<file path="config.mk">
export PLATFORM = sky130hd
export DESIGN_NAME = button_conditioner
export DESIGN_NICKNAME = d
export VERILOG_FILES = /design/src/rtl/button_pkg.sv /design/src/rtl/btn_debounce_ch.sv /design/src/rtl/button_conditioner.sv
export SDC_FILE = /design/constraint.sdc
export NUM_CORES = 1
export LEC_CHECK = 0
export CORE_MARGIN = 1
export CORE_UTILIZATION = 50
export CTS_CLUSTER_SIZE = 8
export DETAILED_ROUTE_END_ITERATION = 8
export PLACE_DENSITY = 0.8
export SETUP_SLACK_MARGIN = 0.3
export SYNTH_ARGS = -nofsm -noshare
export SYNTH_HDL_FRONTEND = slang
export SYNTH_SLANG_ARGS = --single-unit
</file>
<file path="constraint.sdc">
create_clock -name clk -period 1.9 [get_ports clk]
set_input_delay 0.475 -clock clk [delete_from_list [all_inputs] [get_ports clk]]
set_output_delay 0.475 -clock clk [all_outputs]
set_load 0.05 [all_outputs]
</file>
<file path="src/rtl/button_pkg.sv">
// Shared types and constants for the two-player button conditioner.
package button_pkg;

  // Debounce counter width; wide enough for any legal DEBOUNCE_CYCLES.
  localparam int unsigned DBNC_CNT_W = 16;

  // Per-channel debounce state.
  typedef enum logic [1:0] {
    STABLE_LO  = 2'd0,
    CONFIRM_HI = 2'd1,
    STABLE_HI  = 2'd2,
    CONFIRM_LO = 2'd3
  } dbnc_state_t;

endpackage

</file>
<file path="src/rtl/btn_debounce_ch.sv">
// One button channel: 2-flop synchronizer, debounce FSM with counter,
// and registered press/release pulses. o_press_next is the value the
// press pulse register loads on the coming edge. The top uses it so that
// its tie register pulses in the same cycle as the press pulses.
module btn_debounce_ch
  import button_pkg::*;
#(
  parameter int unsigned DEBOUNCE_CYCLES = 4
) (
  input  logic i_clk,
  input  logic i_rst_n,
  input  logic i_raw,
  output logic o_level,
  output logic o_press,
  output logic o_release,
  output logic o_press_next
);

  // Count value that completes a confirmation on the current edge.
  localparam logic [DBNC_CNT_W-1:0] CNT_LAST = DBNC_CNT_W'(DEBOUNCE_CYCLES - 1);
  localparam logic [DBNC_CNT_W-1:0] CNT_ONE  = DBNC_CNT_W'(1);

  logic                  r_sync1;
  logic                  r_sync2;
  dbnc_state_t           r_state;
  dbnc_state_t           w_state_nxt;
  logic [DBNC_CNT_W-1:0] r_cnt;
  logic [DBNC_CNT_W-1:0] w_cnt_nxt;
  logic                  r_level;
  logic                  w_level_nxt;
  logic                  r_press;
  logic                  w_press_nxt;
  logic                  r_release;
  logic                  w_release_nxt;

  // Bring the asynchronous pin into the clock domain.
  always_ff @(posedge i_clk or negedge i_rst_n) begin
    if (!i_rst_n) begin
      r_sync1 <= 1'b0;
      r_sync2 <= 1'b0;
    end else begin
      r_sync1 <= i_raw;
      r_sync2 <= r_sync1;
    end
  end

  // FSM state, counter, level and pulse registers.
  always_ff @(posedge i_clk or negedge i_rst_n) begin
    if (!i_rst_n) begin
      r_state   <= STABLE_LO;
      r_cnt     <= '0;
      r_level   <= 1'b0;
      r_press   <= 1'b0;
      r_release <= 1'b0;
    end else begin
      r_state   <= w_state_nxt;
      r_cnt     <= w_cnt_nxt;
      r_level   <= w_level_nxt;
      r_press   <= w_press_nxt;
      r_release <= w_release_nxt;
    end
  end

  // Next-state logic; the counter saturates at CNT_LAST by construction.
  always_comb begin
    w_state_nxt   = r_state;
    w_cnt_nxt     = r_cnt;
    w_level_nxt   = r_level;
    w_press_nxt   = 1'b0;
    w_release_nxt = 1'b0;
    case (r_state)
      STABLE_LO: begin
        if (r_sync2) begin
          w_state_nxt = CONFIRM_HI;
          w_cnt_nxt   = CNT_ONE;
        end
      end
      CONFIRM_HI: begin
        if (!r_sync2) begin
          w_state_nxt = STABLE_LO;
          w_cnt_nxt   = '0;
        end else if (r_cnt == CNT_LAST) begin
          w_state_nxt = STABLE_HI;
          w_cnt_nxt   = '0;
          w_level_nxt = 1'b1;
          w_press_nxt = 1'b1;
        end else begin
          w_cnt_nxt = r_cnt + CNT_ONE;
        end
      end
      STABLE_HI: begin
        if (!r_sync2) begin
          w_state_nxt = CONFIRM_LO;
          w_cnt_nxt   = CNT_ONE;
        end
      end
      CONFIRM_LO: begin
        if (r_sync2) begin
          w_state_nxt = STABLE_HI;
          w_cnt_nxt   = '0;
        end else if (r_cnt == CNT_LAST) begin
          w_state_nxt   = STABLE_LO;
          w_cnt_nxt     = '0;
          w_level_nxt   = 1'b0;
          w_release_nxt = 1'b1;
        end else begin
          w_cnt_nxt = r_cnt + CNT_ONE;
        end
      end
      default: begin
        w_state_nxt = STABLE_LO;
        w_cnt_nxt   = '0;
        w_level_nxt = 1'b0;
      end
    endcase
  end

  assign o_level      = r_level;
  assign o_press      = r_press;
  assign o_release    = r_release;
  assign o_press_next = w_press_nxt;

endmodule

</file>
<file path="src/rtl/button_conditioner.sv">
// Debounces both player buttons and flags simultaneous presses (tie).
module button_conditioner
  import button_pkg::*;
#(
  parameter int unsigned DEBOUNCE_CYCLES = 4,
  parameter int unsigned CLOCK_FREQ      = 1
) (
  input  logic clk,
  input  logic reset,
  input  logic btn1_raw,
  input  logic btn2_raw,
  output logic btn1,
  output logic btn2,
  output logic btn1_press,
  output logic btn2_press,
  output logic btn1_release,
  output logic btn2_release,
  output logic tie
);

  // Reject parameter values outside the supported range at elaboration.
  if (CLOCK_FREQ < 1 || DEBOUNCE_CYCLES < 2 ||
      DEBOUNCE_CYCLES > ((1 << DBNC_CNT_W) - 1)) begin : g_bad_params
    $error("button_conditioner: illegal DEBOUNCE_CYCLES or CLOCK_FREQ");
  end

  logic w_press1_nxt;
  logic w_press2_nxt;
  logic r_tie;

  btn_debounce_ch #(
    .DEBOUNCE_CYCLES(DEBOUNCE_CYCLES)
  ) u_ch1 (
    .i_clk        (clk),
    .i_rst_n      (reset),
    .i_raw        (btn1_raw),
    .o_level      (btn1),
    .o_press      (btn1_press),
    .o_release    (btn1_release),
    .o_press_next (w_press1_nxt)
  );

  btn_debounce_ch #(
    .DEBOUNCE_CYCLES(DEBOUNCE_CYCLES)
  ) u_ch2 (
    .i_clk        (clk),
    .i_rst_n      (reset),
    .i_raw        (btn2_raw),
    .o_level      (btn2),
    .o_press      (btn2_press),
    .o_release    (btn2_release),
    .o_press_next (w_press2_nxt)
  );

  // Tie is registered alongside the press pulses it combines.
  always_ff @(posedge clk or negedge reset) begin
    if (!reset) r_tie <= 1'b0;
    else        r_tie <= w_press1_nxt & w_press2_nxt;
  end

  assign tie = r_tie;

endmodule

</file>
# After elaboration in Yosys (flattened, before gate mapping)
# Cells that the tools add are included.
# word_totals
reg_bits,47
in_bits,4
output_inout_bits,7
elab_cells,98
# op_classes
add_sub_neg,2
n_eq_ne,24
n_mux,46
bitwise_logic,1
n_reduce_logical,10
# ops
op,n
2-to-1 mux 16 bit,10
case mux 16 bit (4 select lines),2
"adder 16 x 1 -> 16 bit, second input constant",2
"equality test 16 x 2 -> 1 bit, second input constant",2
2-to-1 mux 2 bit,12
2-to-1 mux 1 bit,18
"!= test 2 x 1 -> 1 bit, second input constant",8
case mux 2 bit (4 select lines),2
AND reduction 5 bit,2
"equality test 2 bit, second input constant",4
"!= test 2 bit, second input constant",4
AND reduction 4 bit,2
"!= test 3 x 1 -> 1 bit, second input constant",2
"!= test 3 bit, second input constant",2
"equality test 2 x 1 -> 1 bit, second input constant",2
logical NOT 2 bit,2
case mux 1 bit (2 select lines),2
AND reduction 2 bit,2
nonzero test 2 bit,2
AND 1 bit,1

# Logic depth before layout (Yosys ltp)
# Gate-level depths: netlist of run 1.
# depth
depth_word,5
ltp_mapped,8
ltp_nobuf,6

# Hierarchy
# From an unflattened synthesis of run 1, not the netlist that was laid out.
# hier_totals
cells_unflattened,253
hier_area_um2,2426.1
# modules_own_cells
module,instances,cells_per_inst,area_each_um2,seq_area_each_um2
btn_debounce_ch (u_ch1),1,128,1255.0,575.6
btn_debounce_ch (u_ch2),1,123,1139.8,575.6
button_conditioner,1,2,31.3,25.0

# Worst setup path after synthesis of run 1
# No wires, ideal clock.
# synth_timing
kind,register -> register
start,reg u_ch2.r_cnt[0]
end,reg u_ch2.r_cnt[10]
setup_ps,138
t_arrival_ps,1660
required_time_ps,1762
slack_ps,102
path_stages_with_launch,9
n_path_buf,2
synth_period_minus_slack_ps,1798
cell_sequence,dfrtp_1 ha_1 nor4b_1 nand4_1 and3_1 buf_6 buf_8 a31oi_1 a31oi_1
# synth_via
elab_chain_cells,4
elab_cells_between_ends,6
classes_between,add/sub: 1; eq/ne: 1; mux: 4
# synth_rtl
item,line_no,text
start: declaration,btn_debounce_ch.sv:27,logic [DBNC_CNT_W-1:0] r_cnt;
start signal: assignment,btn_debounce_ch.sv:57,r_cnt <= w_cnt_nxt;
adder 16 x 1 -> 16 bit or equality test 16 x 2 -> 1 bit (tied branches),n/a,
2-to-1 mux 16 bit (*),"btn_debounce_ch.sv:82, btn_debounce_ch.sv:101",
2-to-1 mux 16 bit (on tied branches),"btn_debounce_ch.sv:98, btn_debounce_ch.sv:79",
case mux 16 bit (4 select lines) (*),btn_debounce_ch.sv:71,case (r_state)
# Mark *: on every way between the ends. The rest lies on a longest branch, timed or not.
# A chain may end at the register's enable or synchronous reset.

# Worst setup path after layout of run 1
# layout_timing
start,reg u_ch2.r_cnt[1]
end,reg u_ch2.r_cnt[6]
# Same word-level chain as after synthesis.

==> impl_metrics.csv, run 1 <==
group,metric,value,unit
grt,track_usage,0.290,
critical_path,worstSetupPathType,"flip-flop to flip-flop",
floorplanning,rows,24,
timing,rsz0062_at_grt,"true",
grt,grt_start_max_net_pins,30,
power_and_ir_drop,ir_drop,0.842,mV
synth,yosysSeqAreaShare,0.496,
cts,cts_sinks,47,
timing,max_slew.worst_pin.slew,0.646,ns
placement,dp_hpwl,3.45,mm
power_and_ir_drop,power_density,1230,nW/um2
route,met1_length,3.34,mm
route,routedWlPerCell,22.8,um
route,num_vias,2527,
floorplanning,die_x,70.9,um
timing,max_slew_margin,0.566,
timing,fin_crit_sh,0.962,
cts,cts_tree,"built",
placement,gp_congestion,0.866,
route,dr.max_layer_used,"met4",
floorplanning,core,4440,um2
route,first_pass_iters,4,
hold_path,hold_class,"input pin to asynchronous set/reset pin",
grt,grt_pass1_wl,11.1,mm
route,drc,0,
cts,cts_buffers,5,
synth,synth_compound_area_frac,0.183,
floorplanning,pin_count,11,
route,wl_met2,4.21,mm
critical_path,reg2reg_setup_slack,0.07,ns
synth,async_reset_ff_frac,1.00,
grt,antenna_found_initial,0,
finish,diodes,0,
grt,globalRouteOverflowTotal,0,
synth,synth-simple-area-share,0.249,
timing,setup_violations,0,
cts,cts-root-buf,"clkbuf_8",
synth,ys_ff_latch,47,
synth,synthAdderAreaFrac,0.0105,
finish,multi_input_area,1490,um2
finish,layout-drive-gt1-share,0.459,
synth,yosysMostFrequentCell,"dfrtp_1",
critical_path,worstSetupEndpointType,"flip-flop",
timing,finalHoldViolCount,0,
synth,synth_warnings,0,
synth,synth_xor_area_frac,0.0105,
finish,regArea,1180,um2
route,antenna_left,0,
floorplanning,die_y,70.9,um
run_status,outcome,"finished, final reports clean",
critical_path,crit_required,2.09,ns
critical_path,startpoint,"u_ch2.r_cnt[1]",
timing,period_minus_slack,1.83,ns
route,first_iter_violations,329,
synth,synth_cell_types,46,
finish,nFillCells,218,
synth,synthMuxAreaShare,0.00474,
timing,fin_skew,0.0107,ns
synth,post_synth.cell_area_avg,9.53,um2
cts,clk_latency,0.33,ns
synth,synth_area_leaders,"dfrtp_1, a31oi_1, nand2_1, nand3_1, nor2_1",
timing,fmax,0.547,GHz
critical_path,critical_path_arrival,2.02,ns
critical_path,reg2reg_from,"u_ch2.r_cnt[1]",
synth,synth_commonest_cells,"dfrtp_1, nand2_1, a31oi_1",
grt,grt_pass1_vias,2219,
finish,nets,325,
power_and_ir_drop,p_leak,1.51,nW
finish,area_growth,50.1,%
synth,synth_area,2370,um2
synth,yosys.area.top_type,"dfrtp_1",
timing,tns,0,ns
critical_path,worstSetupStartpointType,"flip-flop",
placement,io_buffers,10,
route,route.met3.wl,612,um
route,viasPerCell,6.79,
synth,synth_flop_cell,"dfrtp_1",
critical_path,r2r-end,"u_ch2.r_cnt[6]",
synth,synth_edf_count,0,
power_and_ir_drop,total_power,4.38,mW
cts,cts_buffer_depth,2,
route,drt-total-wl,8.50,mm
critical_path,cp-endpoint,"u_ch2.r_cnt[6]",
job,drv_cap,0,
synth,syn_inst,249,
synth,syn_nets,255,
synth,synth_top_family_by_area,"simple AND/OR/NAND/NOR gates",
timing,slew_violations,0,
floorplanning,die_area,5030,um2
critical_path,path_max_fanout,7,
cts,htreeDepth,2,
critical_path,rr_worst_depth,7,
synth,yosys.area.top_type_share,0.496,
floorplanning,start_util,0.534,
cts,clkTransAtPathRegs,0.11,ns
timing repair:
action	4_1_cts	5_1_grt
hold buffers	0	0
setup buffers	12	22
gates resized for setup	40	55
setup endpoints to repair	37	40
gates cloned	5	1
pin swaps	20	32
endpoints found under the hold margin	0	0
kinds of logic after synthesis:
| logic type | after synthesis |
|---|---|
| AO/OA/AOI/OAI | 69 |
| XOR/XNOR | 2 |
| adder cells (fa/ha/maj) | 2 |
| buffers and inverters | 16 |
| flip-flops | 47 |
| multiplexers | 1 |
| AND/OR/NAND/NOR | 112 |
metrics by stage:
stage	area (um2)	setup slack, ns	std cells	utilization	hold WS (ns)
after global routing	3560	0.0131	372	0.802	0.120
final	3560	0.0723	372	0.802	0.0807
after global placement	2670	0.0743	324	0.601	0.337
after CTS	3160	0.208	349	0.711	0.114
after detailed placement	2670	0.0198	324	0.601	0.340
after floorplan	2430	0.215	249	-	0.179
flip-flops by register name, indices dropped and copies added (netlist names), named ones only:
signal	count
u_ch1.r_cnt	16
u_ch2.r_cnt	16
tie	1
u_ch1.o_level	1
u_ch1.o_press	1
u_ch1.o_release	1
u_ch1.r_state	1
u_ch1.r_sync1	1
u_ch1.r_sync2	1
u_ch2.o_level	1
u_ch2.o_press	1
u_ch2.o_release	1
u_ch2.r_state	1
u_ch2.r_sync1	1
u_ch2.r_sync2	1
critical path, stage by stage, from the launching register on:
cell and delay [ns]:
dfrtp_1 0.45, ha_4 0.17, nor4b_4 0.19, nand4_1 0.16, and3_4 0.23, buf_12 0.15
a31oi_1 0.25, a31oi_1 0.09
where the power goes:
| group | switching (mW) | total (mW) | internal, mW |
|---|---|---|---|
| logic | 1.18 | 2.27 | 1.09 |
| clock network | 0.401 | 0.801 | 0.400 |
| registers | 0.202 | 1.31 | 1.11 |
worst min-delay path by stage:
stage	to	slack (ns)	depth (start not counted)
final	u_ch1.r_cnt[7]	0.08	1
after global routing	u_ch1.r_cnt[7]	0.12	1
after CTS	u_ch1.r_cnt[7]	0.11	1
after detailed placement	u_ch2.r_sync2	0.34	0
after global placement	u_ch2.r_sync2	0.34	0
after floorplan	asynchronous set/reset pin	0.18	0
routing by layer:
| metal | GRT usage | vias up |
|---|---|---|
| li1 | - | 1073 |
| met1 | 0.385 | 1240 |
| met2 | 0.475 | 173 |
| met3 | 0.0570 | 41 |
| met4 | 0.111 | 0 |
| met5 | 0 | - |
cell type report:
class	instances	area share
Clock buffer	5	0.0193
Clock inverter	3	0.0133
Inverter	5	0.00527
Multi-Input combinational cell	189	0.418
Sequential cell	47	0.333
Tap cell	52	0.0183
Timing Repair Buffer	71	0.193
cells in the final DEF (no fill, tap or decap), drive strengths merged, types with 2 or more instances in the layout:
master	count
or2	2
clkdlybuf4s50	2
nand2b	2
or3	3
a21oi	14
a41oi	5
nor3b	2
a22o	5
xor2	2
dfrtp	47
clkbuf	5
nor4	7
buf	69
o21ai	13
nor2	23
and3	3
nor4b	2
a31oi	23
nand4	7
nor3	7
nand2	32
ha	2
inv	6
a21o	2
nand3	20
o211ai	3
nor2b	2
No activity file was read; power rests on OpenSTA's default activity.
==> run 2: changes to the inputs <==
- TNS_END_PERCENT: unset -> 20
==> run 2 against run 1 <==
Compared with the run above:
- hold slack improved by 0.041 ns
- worst setup slack improved by 0.13 ns
- sequential share of layout area rose by 4.8 points
- count of clock-buffer cells in the layout did not move
==> impl_metrics.csv, run 2 (same netlist as run 1, synthesis figures left out) <==
group,metric,value,unit
run_status,outcome,"finished, final reports clean",
timing,whs,0.121,ns
route,first_iter_violations,218,
placement,io_buffers,10,
critical_path,reg2reg_from,"u_ch2.r_cnt[1]",
timing,slew_violations,0,
placement,pre_cts_slack,0.0117,ns
finish,multi_input_area,1320,um2
floorplanning,rows,24,
route,antenna_left,0,
floorplanning,die_area,5030,um2
critical_path,r2r-end,"u_ch2.r_cnt[14]",
grt,grt.busiest_layer,"met2",
placement,dp_hpwl,3.24,mm
route,num_vias,2183,
critical_path,path_max_fanout,3,
grt,grt_pass1_vias,1994,
grt,use_met3,0.0513,
power_and_ir_drop,p_leak,1.34,nW
cts,cts_buffers,5,
floorplanning,pin_count,11,
cts,cts_buffer_depth,2,
critical_path,rr_worst_depth,7,
placement,postPlaceCellArea,2640,um2
route,first_pass_iters,6,
grt,grt_start_max_net_pins,48,
cts,htreeDepth,2,
timing,tns,0,ns
critical_path,reg2reg_setup_slack,0.20,ns
timing,fin_skew,0.00866,ns
grt,grt_pass1_wl,9.27,mm
cts,cts_sinks,47,
timing,rsz0062_at_grt,"true",
critical_path,crit_required,2.15,ns
critical_path,worstSetupPathType,"flip-flop to flip-flop",
timing,fin_ws,0.202,ns
finish,diodes,0,
grt,globalRouteOverflowTotal,0,
finish,regArea,1180,um2
grt,met2_usage,0.357,
power_and_ir_drop,power_density,1050,nW/um2
cts,hold_buffers,0,
timing,fmax,0.589,GHz
grt,antenna_found_initial,0,
finish,final_common_cell,"dfrtp_1",
route,viasPerCell,6.20,
critical_path,critical_path_arrival,1.95,ns
cts,cts-root-buf,"clkbuf_8",
cts,clk_latency,0.31,ns
timing,fin_crit_sh,0.894,
floorplanning,core,4440,um2
timing,setup_violations,0,
finish,top_regs,"u_ch1.r_cnt x16, u_ch2.r_cnt x16",
grt,use_met1,0.336,
finish,nets,305,
finish,area_growth,30.3,%
timing,period_minus_slack,1.70,ns
critical_path,worstSetupStartpointType,"flip-flop",
finish,nFillCells,332,
placement,gp_congestion,0.852,
route,drc,0,
finish,layout-drive-gt1-share,0.330,
floorplanning,start_util,0.534,
hold_path,hold_class,"input pin to asynchronous set/reset pin",
route,routedWlPerCell,16.0,um
finish,final_area,3090,um2
job,drv_cap,0,
grt,track_usage,0.239,
finish,mostFrequentLayoutCells,"dfrtp_1, buf_4, nand2_1, a31oi_1",
timing,max_slew_margin,0.684,
timing,max_slew.worst_pin.slew,0.473,ns
cts,cts_tree,"built",
timing,finalHoldViolCount,0,
route,drt-total-wl,5.65,mm
power_and_ir_drop,ir_drop,0.624,mV
floorplanning,die_y,70.9,um
critical_path,worstSetupEndpointType,"flip-flop",
cts,clkTransAtPathRegs,0.10,ns
floorplanning,die_x,70.9,um
[run 2: cell types whose count changed in the layout (fill, tap and decap cells not counted), moves of 4 or more]
cell	previous run	this run
o21ai_0	4	12
dfrtp_1	40	45
nand2_4	5	1
buf_4	50	44
nand2_1	24	29
buf_6	11	4
dfrtp_2	7	2
o21ai_2	5	0
a21oi_1	5	12
a21oi_2	8	2
[run 2: cell type report]
type	count	share of cell area
clock inverters	3	0.00647
well taps	52	0.0210
multi-input cells	188	0.427
inverters	5	0.00607
flip-flops and latches	47	0.381
repair buffers	52	0.136
clock buffers	5	0.0222
[run 2: repair_timing]
action,in CTS,in global routing
pin swaps,13,18
setup buffers,12,6
resized for setup,19,26
setup endpoints to repair,35,38
cloned,2,0
[run 2: how the worst max path moves through the flow]
| stage | from | end | slack, ns |
|---|---|---|---|
| 2_1_floorplan | u_ch2.r_cnt[0] | u_ch2.r_cnt[4] | 0.21 |
| 3_3_place_gp | u_ch1.r_cnt[12] | tie | 0.05 |
| 3_5_place_dp | u_ch1.r_cnt[1] | u_ch1.r_cnt[5] | 0.01 |
| 4_1_cts | u_ch2.r_cnt[0] | u_ch2.r_cnt[14] | 0.25 |
| 5_1_grt | flip-flop | u_ch2.r_cnt[8] | 0.15 |
| 6_report | u_ch2.r_cnt[1] | u_ch2.r_cnt[14] | 0.20 |
[run 2: worst max-delay path, cell delays in order (launching register included)]
cell and delay (ns):
dfrtp_1 0.42, ha_4 0.18, nor4b_4 0.12, nand4_1 0.13, buf_4 0.16, nand3_4 0.08, or4_4 0.49, nand3_2 0.07
[run 2: metrics by stage]
step | std cells | total power, mW | util
global placement | 324 | 2.23 | 0.593
detailed placement | 324 | 2.27 | 0.593
finish | 352 | 3.26 | 0.696
CTS | 346 | 3.09 | 0.656
floorplan | 249 | 2.06 | -
global route | 352 | 3.44 | 0.696
[run 2: metal layers]
metal / vias to the layer above / share of wire
met2: 71 / 0.48
met3: 12 / 0.057
li1: 1032 / -
met4: 0 / 0.018
met5: - / 0
met1: 1068 / 0.45
[run 2: power by group]
part           internal [mW]  switching (mW)
logic                  0.592           0.779
clock network          0.257           0.363
registers               1.11           0.158
